===== src/rtl/vx_commit_arb_pkg.sv =====
// vx_commit_arb_pkg: commit/writeback beat layouts and field widths shared by the commit arbiter
package vx_commit_arb_pkg;
  localparam int UUID_WIDTH = 44;
  localparam int NW_WIDTH = 2;
  localparam int XLEN = 32;
  localparam int NR_BITS = 5;
  localparam int NUM_THREADS = 4;
  localparam int PERF_CTR_BITS = 44;
  localparam int CDATAW = UUID_WIDTH + NW_WIDTH + XLEN + NUM_THREADS + 1 + NR_BITS + NUM_THREADS * XLEN + 2;
  typedef struct packed {
    logic [UUID_WIDTH-1:0] uuid;
    logic [NW_WIDTH-1:0] wid;
    logic [XLEN-1:0] pc;
    logic [NUM_THREADS-1:0] tmask;
    logic wb;
    logic [NR_BITS-1:0] rd;
    logic [NUM_THREADS*XLEN-1:0] data;
    logic sop;
    logic eop;
  } commit_data_t;
  typedef struct packed {
    logic [UUID_WIDTH-1:0] uuid;
    logic [NW_WIDTH-1:0] wid;
    logic [XLEN-1:0] pc;
    logic [NUM_THREADS-1:0] tmask;
    logic [NR_BITS-1:0] rd;
    logic [NUM_THREADS*XLEN-1:0] data;
    logic eop;
  } wb_data_t;
  function automatic wb_data_t strip(commit_data_t c);
    return '{uuid: c.uuid, wid: c.wid, pc: c.pc, tmask: c.tmask, rd: c.rd, data: c.data, eop: c.eop};
  endfunction
endpackage


===== src/rtl/vx_commit_arb_if.sv =====
// vx_commit_arb_if: commit sources on one side, writeback/done beats on the other
interface vx_commit_arb_if import vx_commit_arb_pkg::*; #(
  parameter int NUM_SRCS = 4
) ();
  logic [NUM_SRCS-1:0] commit_valid;
  logic [NUM_SRCS*CDATAW-1:0] commit_data;
  logic [NUM_SRCS-1:0] commit_ready;
  logic wb_valid;
  wb_data_t wb_data;
  logic done_valid;
  logic [NW_WIDTH-1:0] done_wid;
  modport master (output commit_valid, commit_data, input commit_ready, wb_valid, wb_data, done_valid, done_wid);
  modport slave (input commit_valid, commit_data, output commit_ready, wb_valid, wb_data, done_valid, done_wid);
endinterface


===== src/rtl/vx_commit_arb_rr_arbiter.sv =====
// commit_rr_arbiter: round-robin grant from a rotating pointer, restricted to the owner while a packet is locked
module commit_rr_arbiter #(
  parameter int NUM_SRCS = 4,
  parameter int PW = NUM_SRCS > 1 ? $clog2(NUM_SRCS) : 1
) (
  input  logic clk,
  input  logic reset,
  input  logic [NUM_SRCS-1:0] req,
  input  logic lock,
  input  logic [PW-1:0] owner,
  output logic [NUM_SRCS-1:0] grant,
  output logic [PW-1:0] gidx
);
  logic [PW-1:0] ptr_q, ptr_d, idx;
  logic found;
  // first eligible requester at or above ptr; ptr moves past it only on unlocked grants
  always_comb begin
    grant = '0;
    gidx = '0;
    idx = '0;
    found = 1'b0;
    for (int k = 0; k < NUM_SRCS; k++) begin
      idx = PW'((int'(ptr_q) + k) % NUM_SRCS);
      if (!found && req[idx] && (!lock || idx == owner)) begin
        found = 1'b1;
        gidx = idx;
      end
    end
    if (found) grant[gidx] = 1'b1;
    ptr_d = found && !lock ? PW'((int'(gidx) + 1) % NUM_SRCS) : ptr_q;
  end
  // priority pointer
  always_ff @(posedge clk) ptr_q <= reset ? '0 : ptr_d;
endmodule


===== src/rtl/vx_commit_arb.sv =====
// vx_commit_arb: per-slot commit arbiter driving registered writeback and warp-done beats; COMMIT_ARB_PERF_EN adds perf_commit_stalls
module vx_commit_arb import vx_commit_arb_pkg::*; #(
  parameter int CORE_ID = 0,
  parameter int NUM_SRCS = 4
) (
  input logic clk,
  input logic reset,
  vx_commit_arb_if.slave bus
`ifdef COMMIT_ARB_PERF_EN
  , output logic [PERF_CTR_BITS-1:0] perf_commit_stalls
`endif
);
  localparam int PW = NUM_SRCS > 1 ? $clog2(NUM_SRCS) : 1;
  if (CORE_ID < 0) begin : g_bad_core_id
    $error("CORE_ID must be non-negative");
  end
  logic [NUM_SRCS-1:0] grant;
  logic [PW-1:0] gidx, owner_q, owner_d;
  logic lock_q, lock_d, xfer;
  logic wb_valid_q, wb_valid_d, done_valid_q, done_valid_d;
  wb_data_t wb_data_q, wb_data_d;
  logic [NW_WIDTH-1:0] done_wid_q, done_wid_d;
  commit_data_t beat;
  commit_rr_arbiter #(.NUM_SRCS(NUM_SRCS), .PW(PW)) u_arb (
    .clk(clk),
    .reset(reset),
    .req(bus.commit_valid),
    .lock(lock_q),
    .owner(owner_q),
    .grant(grant),
    .gidx(gidx)
  );
  // accept the granted beat; a multi-beat packet locks the arbiter to its source until eop
  always_comb begin
    bus.commit_ready = reset ? '0 : grant;
    xfer = |bus.commit_ready;
    beat = bus.commit_data[int'(gidx)*CDATAW +: CDATAW];
    lock_d = !xfer ? lock_q : lock_q ? !beat.eop : beat.sop && !beat.eop;
    owner_d = xfer && !lock_q ? gidx : owner_q;
    wb_valid_d = xfer && beat.wb;
    wb_data_d = wb_valid_d ? strip(beat) : wb_data_q;
    done_valid_d = xfer && beat.eop;
    done_wid_d = done_valid_d ? beat.wid : done_wid_q;
  end
  // lock state and registered writeback/done outputs
  always_ff @(posedge clk) begin
    if (reset) begin
      lock_q <= 1'b0;
      owner_q <= '0;
      wb_valid_q <= 1'b0;
      wb_data_q <= '0;
      done_valid_q <= 1'b0;
      done_wid_q <= '0;
    end else begin
      lock_q <= lock_d;
      owner_q <= owner_d;
      wb_valid_q <= wb_valid_d;
      wb_data_q <= wb_data_d;
      done_valid_q <= done_valid_d;
      done_wid_q <= done_wid_d;
    end
  end
  assign bus.wb_valid = wb_valid_q;
  assign bus.wb_data = wb_data_q;
  assign bus.done_valid = done_valid_q;
  assign bus.done_wid = done_wid_q;
`ifdef COMMIT_ARB_PERF_EN
  localparam int SW = $clog2(NUM_SRCS + 1);
  logic [SW-1:0] stalls;
  logic [PERF_CTR_BITS-1:0] perf_q, perf_d;
  // add the number of sources held off this cycle; the counter wraps
  always_comb begin
    stalls = '0;
    for (int i = 0; i < NUM_SRCS; i++) stalls = stalls + SW'(bus.commit_valid[i] && !bus.commit_ready[i]);
    perf_d = perf_q + PERF_CTR_BITS'(stalls);
  end
  // stall counter
  always_ff @(posedge clk) perf_q <= reset ? '0 : perf_d;
  assign perf_commit_stalls = perf_q;
`endif
endmodule


===== src/flat_wrapper.sv =====
// flat-port wrapper written by rule: the top's interface ports become plain ports
module vx_commit_arb_flat import vx_commit_arb_pkg::*;
#(
  parameter int CORE_ID = 0,
  parameter int NUM_SRCS = 4
)
  (clk, reset, bus_commit_valid, bus_commit_data, bus_commit_ready, bus_wb_valid, bus_wb_data, bus_done_valid, bus_done_wid);
  vx_commit_arb_if #(.NUM_SRCS(NUM_SRCS)) bus_i ();
  input logic clk;
  input logic reset;
  input wire logic [$bits(bus_i.commit_valid)-1:0] bus_commit_valid;
  input wire logic [$bits(bus_i.commit_data)-1:0] bus_commit_data;
  output wire logic [$bits(bus_i.commit_ready)-1:0] bus_commit_ready;
  output wire logic [$bits(bus_i.wb_valid)-1:0] bus_wb_valid;
  output wire logic [$bits(bus_i.wb_data)-1:0] bus_wb_data;
  output wire logic [$bits(bus_i.done_valid)-1:0] bus_done_valid;
  output wire logic [$bits(bus_i.done_wid)-1:0] bus_done_wid;
  assign bus_i.commit_valid = bus_commit_valid;
  assign bus_i.commit_data = bus_commit_data;
  assign bus_commit_ready = bus_i.commit_ready;
  assign bus_wb_valid = bus_i.wb_valid;
  assign bus_wb_data = bus_i.wb_data;
  assign bus_done_valid = bus_i.done_valid;
  assign bus_done_wid = bus_i.done_wid;
  vx_commit_arb #(.CORE_ID(CORE_ID), .NUM_SRCS(NUM_SRCS)) u_core (.clk(clk), .reset(reset), .bus(bus_i));
endmodule

===== config.mk =====
export PLATFORM = sky130hd
export DESIGN_NAME = vx_commit_arb_flat
export DESIGN_NICKNAME = d
export VERILOG_FILES = /design/src/rtl/vx_commit_arb_pkg.sv /design/src/rtl/vx_commit_arb_if.sv /design/src/rtl/vx_commit_arb_rr_arbiter.sv /design/src/rtl/vx_commit_arb.sv /design/src/flat_wrapper.sv
export SDC_FILE = /design/constraint.sdc
export NUM_CORES = 1
export LEC_CHECK = 0
export BUFFER_PORTS_ARGS = -buffer_cell sky130_fd_sc_hd__buf_2
export CORE_AREA = 2 2 431 433
export DETAILED_ROUTE_END_ITERATION = 10
export DIE_AREA = 0 0 433 435
export PLACE_DENSITY_LB_ADDON = 0.05
export RECOVER_POWER = 25
export SETUP_SLACK_MARGIN = 0.2
export SLEW_MARGIN = 20
export SYNTH_ARGS = -nofsm -noshare
export SYNTH_HDL_FRONTEND = slang
export SYNTH_HIERARCHICAL = 1
export SYNTH_SLANG_ARGS = --single-unit

===== constraint.sdc =====
create_clock -name clk -period 9.9 [get_ports clk]
set_input_delay 0 -clock clk [delete_from_list [all_inputs] [get_ports clk]]
set_output_delay 0 -clock clk [all_outputs]
set_load 0.02 [all_outputs]

==> flow_metrics.env, run 1 <==
export IMPL_p_comb_frac=0.698
export IMPL_synth_warnings=6
export IMPL_ys_types=52
export IMPL_syn_inst=1071
export IMPL_rsz0062_at_grt="no"
export IMPL_power_leakage_nw=12.0
export IMPL_worstPathArrival_ns=6.32
export IMPL_drt_initial_drc_count=467
export IMPL_vias=15600
export IMPL_hold_viol=0
export IMPL_place_hpwl_mm=86.0
export IMPL_wl_met2_mm=55.1
export IMPL_yosysTopAreaCell="mux4_2"
export IMPL_synth_xor_xnor_area_share=0.00233
export IMPL_finalHoldWorstSlack_ns=0.120
export IMPL_place_gp_congestion=0.821
export IMPL_synth_edf_count=0
export IMPL_clock_skew_ns=0.0157
export IMPL_worstPathRequired_ns=10.36
export IMPL_pwr_share_seq=0.148
export IMPL_synthSimpleGateAreaFrac=0.111
export IMPL_synth_compound_area_frac=0.0146
export IMPL_drive_gt1_frac=0.537
export IMPL_max_freq_ghz=0.171
export IMPL_muxShareOfSynthArea=0.517
export IMPL_grt_pass1_wl_mm=142
export IMPL_dieWidth_um=433
export IMPL_cts_buffers=39
export IMPL_synth_area_um2=14500
export IMPL_grt_overflow_total=0
export IMPL_setup_slack_ns=4.04
export IMPL_fp_dieH_um=435
export IMPL_maxSlewHeadroom=0.281
export IMPL_p_int_mw=5.58
export IMPL_fin_nets=3469
export IMPL_min_period_over_period=0.592
export IMPL_setup_worst_path_end_class="flop"
export IMPL_area_delta_synth_final_pct=96.7
export IMPL_worstSkewPairLatency_ns=0.58
export IMPL_maxSlewViolCount=0
export IMPL_power_total_mw=9.09
export IMPL_outcome="completed"
export IMPL_p_clk_frac=0.154
export IMPL_ys_async_sr_fraction=0
export IMPL_cts_root_buf="clkbuf_16"
export IMPL_num_rows=158
export IMPL_io_buffers=1101
export IMPL_synth_fa_ha_area_frac=0.00346
export IMPL_drt_pass1_iterations=4
export IMPL_antenna_found_initial=36
export IMPL_cts_path_max_buffers=3
export IMPL_design_die_area_um2=188000
export IMPL_grtUsageTotal=0.107
export IMPL_core_area_um2=184000
export IMPL_fillers=20800
export IMPL_wl_mm=105
export IMPL_layout_min_cycle_time_ns=5.86
export IMPL_drc=0
export IMPL_cts_tree="done"
export IMPL_first_global_vias=17400
export IMPL_synth_top_family_by_area="multiplexers"
export IMPL_tightest_slew_ns=1.08
export IMPL_pre_cts_ws_ns=4.28
export IMPL_synth_top_area_share=0.341
export IMPL_viasPerCell=3.05
export IMPL_wl_met1_mm=40.4
export IMPL_grt_max_degree=113
export IMPL_setup_viol=0
export IMPL_num_io_pins=1102
export IMPL_ys_top_cells_by_area="mux4_2 34%, dfxtp_1 31%, nor2b_1 9.5%, mux2_1 8.9%, mux2_2 8.1%"
export IMPL_cts_sinks=225
export IMPL_synth_fp_nets=1953
export IMPL_maxCapViolations=0
export IMPL_initial_core_util=0.0787
export IMPL_ir_worst_vdd_uv=303
export IMPL_final_common_cell="buf_2"
export IMPL_path_clk_slew_ns=0.06
export IMPL_wl_met3_mm=7.32
export IMPL_synthFlopType="dfxtp_1"
export IMPL_hold_class="in -> reg"
export IMPL_top_layer_used="met5"
export IMPL_avgSynthCellArea_um2=13.5
export IMPL_wl_per_cell_um=20.5
export IMPL_layout_common_cells="988 x buf_2, 462 x dlygate4sd3_1, 225 x dfxtp_1"
export IMPL_htreeDepth=2
export IMPL_cts_resized=0
export IMPL_drtAntennaViolNets=0
export IMPL_worst_setup_path_start_kind="flop"
export IMPL_p_sw_frac=0.386
export IMPL_worst_setup_path_type="reg -> reg"
export IMPL_ys_ff_latch=225
export IMPL_crit_path_max_fanout=44
export IMPL_switchingPower_mw=3.51
export IMPL_power_density_nw_per_um2=319
export IMPL_setup_tns_ns=0
export IMPL_ys_seq_area_frac=0.311
cell usage after synthesis (2+ instances only):
master	number
dfxtp_1	225
mux4_2	219
nor2b_1	219
mux2_1	114
mux2_2	104
clkbuf_1	48
buf_2	31
buf_6	18
mux2i_1	9
nand2_1	9
inv_1	7
a21oi_1	5
nand3_1	5
and2_1	4
ha_1	4
and2_2	3
nand4_1	3
nor2_1	3
buf_4	2
nand3b_1	2
o21a_1	2
o21ai_0	2
o22ai_1	2
o31ai_1	2
or3_1	2
worst max-delay path: stages, from the launching register on:
cell and delay, ns:
dfxtp_1 0.79, or3b_2 0.53, a32o_2 0.32, o22a_2 0.27
o22ai_4 0.14, buf_4 0.50, buf_4 0.77, buf_4 0.84
mux4_2 0.60, dlygate4sd3_1 0.57, mux2_2 0.26
routing by layer:
metal | GRT usage | vias to the layer above
met5 | 0 | -
met2 | 0.200 | 519
li1 | - | 7180
met3 | 0.0302 | 112
met4 | 0.0204 | 24
met1 | 0.120 | 7728
flip-flops by register name, indices dropped and copies added, names as in the netlist:
name	count
u_core/bus.wb_valid	1
u_core/bus.done_valid	1
u_core/bus.wb_data	216
u_core/lock_q	1
u_core/u_arb/ptr_q	2
u_core/owner_q	2
u_core/bus.done_wid	2
cell type report:
| class | instances | area (um2) | area share |
|---|---|---|---|
| timing repair buffer | 1576 | 10200 | 0.357 |
| clock inverter | 9 | 72.6 | 0.00255 |
| sequential | 225 | 4500 | 0.158 |
| clock buffer | 56 | 1180 | 0.0415 |
| antenna | 9 | 22.5 | 0.000791 |
| multi-input combinational | 737 | 9410 | 0.330 |
| inverter | 8 | 30.0 | 0.00105 |
| tap | 2480 | 3100 | 0.109 |
path summary, 6_finish.rpt:
kind	slack, ns	depth (start not counted)	start	to
setup / recovery	4.04	10	u_core/u_arb/ptr_q[0]$_SDFFE_PP0P_	u_core/bus.wb_data[22]$_SDFFE_PP0P_
hold / removal	0.12	4	bus_commit_data[654]	u_core/bus.done_valid$_SDFF_PP0_
setup reg to reg	4.04	10	u_core/u_arb/ptr_q[0]$_SDFFE_PP0P_	u_core/bus.wb_data[22]$_SDFFE_PP0P_
hold reg to reg	0.46	2	u_core/bus.wb_data[171]$_SDFFE_PP0P_	u_core/bus.wb_data[171]$_SDFFE_PP0P_
per-stage QoR:
stage,utilization,cell area [um2],cells
2_1_floorplan,-,14500,1071
3_3_place_gp,0.123,22700,4564
3_5_place_dp,0.123,22700,4564
4_1_cts,0.155,28600,5091
5_1_grt,0.155,28500,5094
6_report,0.155,28500,5100
kinds of logic (layout without fill, tap and decap cells):
group	after synthesis	count (layout)
AO/OA/AOI/OAI	26	26
other	0	9
flip-flops	225	225
buffers and inverters	109	1649
XOR/XNOR	3	3
adder cells (fa/ha/maj)	4	4
AND/OR/NAND/NOR	258	258
multiplexers	446	446
repair_timing:
item,4_1_cts,5_1_grt
endpoints found under the hold margin,223,0
setup buffers,0,0
hold buffers,462,0
power by group through the flow:
stage | Sequential [mW] | Clock [mW] | Combinational, mW
after global placement | 1.38 | 0 | 5.29
after floorplan | 1.60 | 0 | 3.29
final | 1.35 | 1.40 | 6.34
after detailed placement | 1.37 | 0 | 5.32
after CTS | 1.36 | 1.52 | 6.66
after global routing | 1.39 | 1.55 | 6.88
No activity file was read; power rests on OpenSTA's default activity.
==> inputs of run 2 (changes only) <==
--- a/config.mk
+++ b/config.mk
@@ -5,10 +5,11 @@
 export SDC_FILE = /design/constraint.sdc
 export NUM_CORES = 1
 export LEC_CHECK = 0
+export ABC_AREA = 1
 export BUFFER_PORTS_ARGS = -buffer_cell sky130_fd_sc_hd__buf_2
-export CORE_AREA = 2 2 431 433
+export CORE_AREA = 2 2 433 435
 export DETAILED_ROUTE_END_ITERATION = 10
-export DIE_AREA = 0 0 433 435
+export DIE_AREA = 0 0 435 437
 export PLACE_DENSITY_LB_ADDON = 0.05
 export RECOVER_POWER = 25
 export SETUP_SLACK_MARGIN = 0.2
==> constraint.sdc (replaced) <==
create_clock -name clk -period 5.9 [get_ports clk]
set_input_delay 0 -clock clk [delete_from_list [all_inputs] [get_ports clk]]
set_output_delay 0 -clock clk [all_outputs]
set_load 0.02 [all_outputs]
==> run 2 against run 1 <==
  * Global-route usage increased by 2.7 points
  * Sequential power increased by 67%
  * Die area increased by 0.92%
  * Final cell count increased by 38%
  * Routed wire length increased by 28%
  * Hold slack got worse by 0.11 ns
  * Critical path depth increased by 11
  * Worst setup slack got worse by 3.3 ns
  * Clock-buffer cell count increased by 3
  * Highest routed layer unchanged
  * Synthesized area increased by 11%
  * First-iteration DRC count increased by 130%
  * Register-to-register slack got worse by 3.3 ns
==> flow_metrics.env, run 2 <==
export IMPL_path_clk_slew_ns=0.05
export IMPL_num_rows=158
export IMPL_synth_warnings=6
export IMPL_drc=0
export IMPL_worst_setup_path_type="reg -> reg"
export IMPL_grt_use_met1=0.154
export IMPL_ys_seq_area_frac=0.280
export IMPL_place_gp_congestion=0.813
export IMPL_synth_top_area_share=0.280
export IMPL_maxCapViolations=0
export IMPL_hold_viol=0
export IMPL_design_die_area_um2=190000
export IMPL_initial_core_util=0.0869
export IMPL_ir_worst_vdd_uv=642
export IMPL_power_density_nw_per_um2=848
export IMPL_cts_path_max_buffers=3
export IMPL_syn_inst=2979
export IMPL_min_period_over_period=0.882
export IMPL_top_usage_layer="met2"
export IMPL_drive_gt1_frac=0.248
export IMPL_wl_mm=134
export IMPL_clock_skew_ns=0.0379
export IMPL_area_delta_synth_final_pct=91.7
export IMPL_setup_viol=0
export IMPL_maxSlewViolCount=0
export IMPL_avgSynthCellArea_um2=5.40
export IMPL_drt_initial_drc_count=1060
export IMPL_synth_commonest_cells="1086 x nor2_1, 501 x nand2_1, 425 x o21ai_0"
export IMPL_crit_path_max_fanout=104
export IMPL_htreeDepth=2
export IMPL_num_io_pins=1102
export IMPL_setup_worst_path_end_class="flop"
export IMPL_multi_input_area_um2=9590
export IMPL_synth_most_common_cell="nor2_1"
export IMPL_grtUsageMet3=0.0345
export IMPL_r2r_slack_ns=0.70
export IMPL_largest_register_ff_count=216
export IMPL_finalCoreUtilization=0.167
export IMPL_drt_pass1_iterations=5
export IMPL_grt_overflow_total=0
export IMPL_hold_class="in -> reg"
export IMPL_wl_per_cell_um=19.1
export IMPL_grt_max_degree=156
export IMPL_setup_tns_ns=0
export IMPL_synthFlopType="dfxtp_1"
export IMPL_ys_async_sr_fraction=0
export IMPL_ys_ff_latch=225
export IMPL_outcome="completed"
export IMPL_first_global_vias=25100
export IMPL_grtUsageTotal=0.135
export IMPL_register_area_um2=4500
export IMPL_maxSlewHeadroom=0.267
export IMPL_worstPathRequired_ns=6.38
export IMPL_vias=24000
export IMPL_ys_types=24
export IMPL_drtAntennaViolNets=0
export IMPL_place_hpwl_mm=107
export IMPL_io_buffers=1101
export IMPL_worst_setup_path_start_kind="flop"
export IMPL_fp_dieH_um=437
export IMPL_final_common_cell="nor2_1"
export IMPL_use_met2=0.241
export IMPL_core_area_um2=185000
export IMPL_grt_pass1_wl_mm=187
export IMPL_tightest_slew_ns=1.09
export IMPL_layout_min_cycle_time_ns=5.20
export IMPL_ys_top_cells_by_area="dfxtp_1 28%, nor2_1 25%, o21ai_0 13%, nand2_1 12%, o21ai_1 7.0%"
export IMPL_pre_cts_ws_ns=1.39
export IMPL_cts_tree="done"
export IMPL_power_total_mw=26.1
export IMPL_cts_root_buf="clkbuf_16"
export IMPL_cts_resized=0
export IMPL_synth_edf_count=0
export IMPL_synth_fp_nets=3861
export IMPL_worstPathArrival_ns=5.68
export IMPL_fin_nets=5384
export IMPL_dieWidth_um=435
export IMPL_layout_common_cells="1086 x nor2_1, 989 x buf_2, 547 x dlygate4sd3_1"
export IMPL_yosysTopAreaCell="dfxtp_1"
export IMPL_rsz0062_at_grt="no"
export IMPL_worstSkewPairLatency_ns=0.61
export IMPL_antenna_found_initial=47
export IMPL_viasPerCell=3.42
export IMPL_fillers=22000
export IMPL_setup_slack_ns=0.697
export IMPL_cts_buffers=39
export IMPL_cts_sinks=225
export IMPL_power_leakage_nw=14.5
export IMPL_max_freq_ghz=0.192
export IMPL_finalHoldWorstSlack_ns=0.00899
export IMPL_synth_area_um2=16100
## run 2: final timing paths
check	endpoint	startpoint	depth (start not counted)
hold / removal	u_core/bus.wb_data[212]$_SDFFE_PP0P_	bus_commit_data[432]	5
hold reg to reg	u_core/bus.done_wid[1]$_SDFFE_PP0P_	u_core/bus.done_wid[1]$_SDFFE_PP0P_	2
setup reg to reg	u_core/bus.wb_data[144]$_SDFFE_PP0P_	u_core/u_arb/ptr_q[0]$_SDFFE_PP0P_	21
setup / recovery	u_core/bus.wb_data[144]$_SDFFE_PP0P_	u_core/u_arb/ptr_q[0]$_SDFFE_PP0P_	21
## run 2: layout make-up
cell class	instances	area share
flip-flops and latches	225	0.146
clock inverters	7	0.00414
clock buffers	59	0.0373
inverters	252	0.0315
well taps	2480	0.101
repair buffers	1699	0.368
diodes	18	0.00146
multi-input cells	2285	0.311
## run 2: repair_timing
action / 4_1_cts / 5_1_grt
endpoints found under the hold margin: 220 / 0
hold buffers: 547 / 0
buffers inserted: 0 / 0
endpoints found under the setup margin: 0 / 0
## run 2: power breakdown
group	internal, mW	switching (mW)
Sequential	2.01	0.252
Combinational	8.77	12.7
Clock	1.43	0.959
Total	12.2	13.9
## run 2: metal layers
metal,up-vias,part of all wire
met5,-,0.00077
met4,16,0.026
met3,154,0.059
met2,656,0.51
met1,10900,0.41
li1,12300,-
## run 2: through the flow
step / std cells / area (um2)
2_1_floorplan: 2979 / 16100
3_3_place_gp: 6394 / 24200
3_5_place_dp: 6394 / 24200
4_1_cts: 7007 / 30900
5_1_grt: 7024 / 30800
6_report: 7025 / 30800
## run 2: kinds of logic (layout without fill, tap and decap cells)
kind of cell,Yosys count,in the layout,share of synthesized area
simple gates,1626,1626,0.387
flops,225,225,0.280
buf+inv,469,2017,0.125
compound gates,655,655,0.205
fa+ha+maj,4,4,0.00311
other cells,0,18,0
## run 2: worst max-delay path, cell delays in order (launching register included)
cell and delay (ns):
dfxtp_1 0.59, inv_2 0.20, nand2_1 0.12, nand3_1 0.06, nand2_1 0.09, inv_1 0.04
nand2_1 0.11, nand2_2 0.08, inv_2 0.08, nand3_2 0.10, nand2_1 0.10, nand2_2 0.14
inv_8 0.46, inv_8 0.33, buf_12 0.27, buf_4 0.44, o21ai_0 0.19, dlygate4sd3_1 0.55
o21ai_0 0.09, dlygate4sd3_1 0.59, nor2_1 0.10, nor2_1 0.05
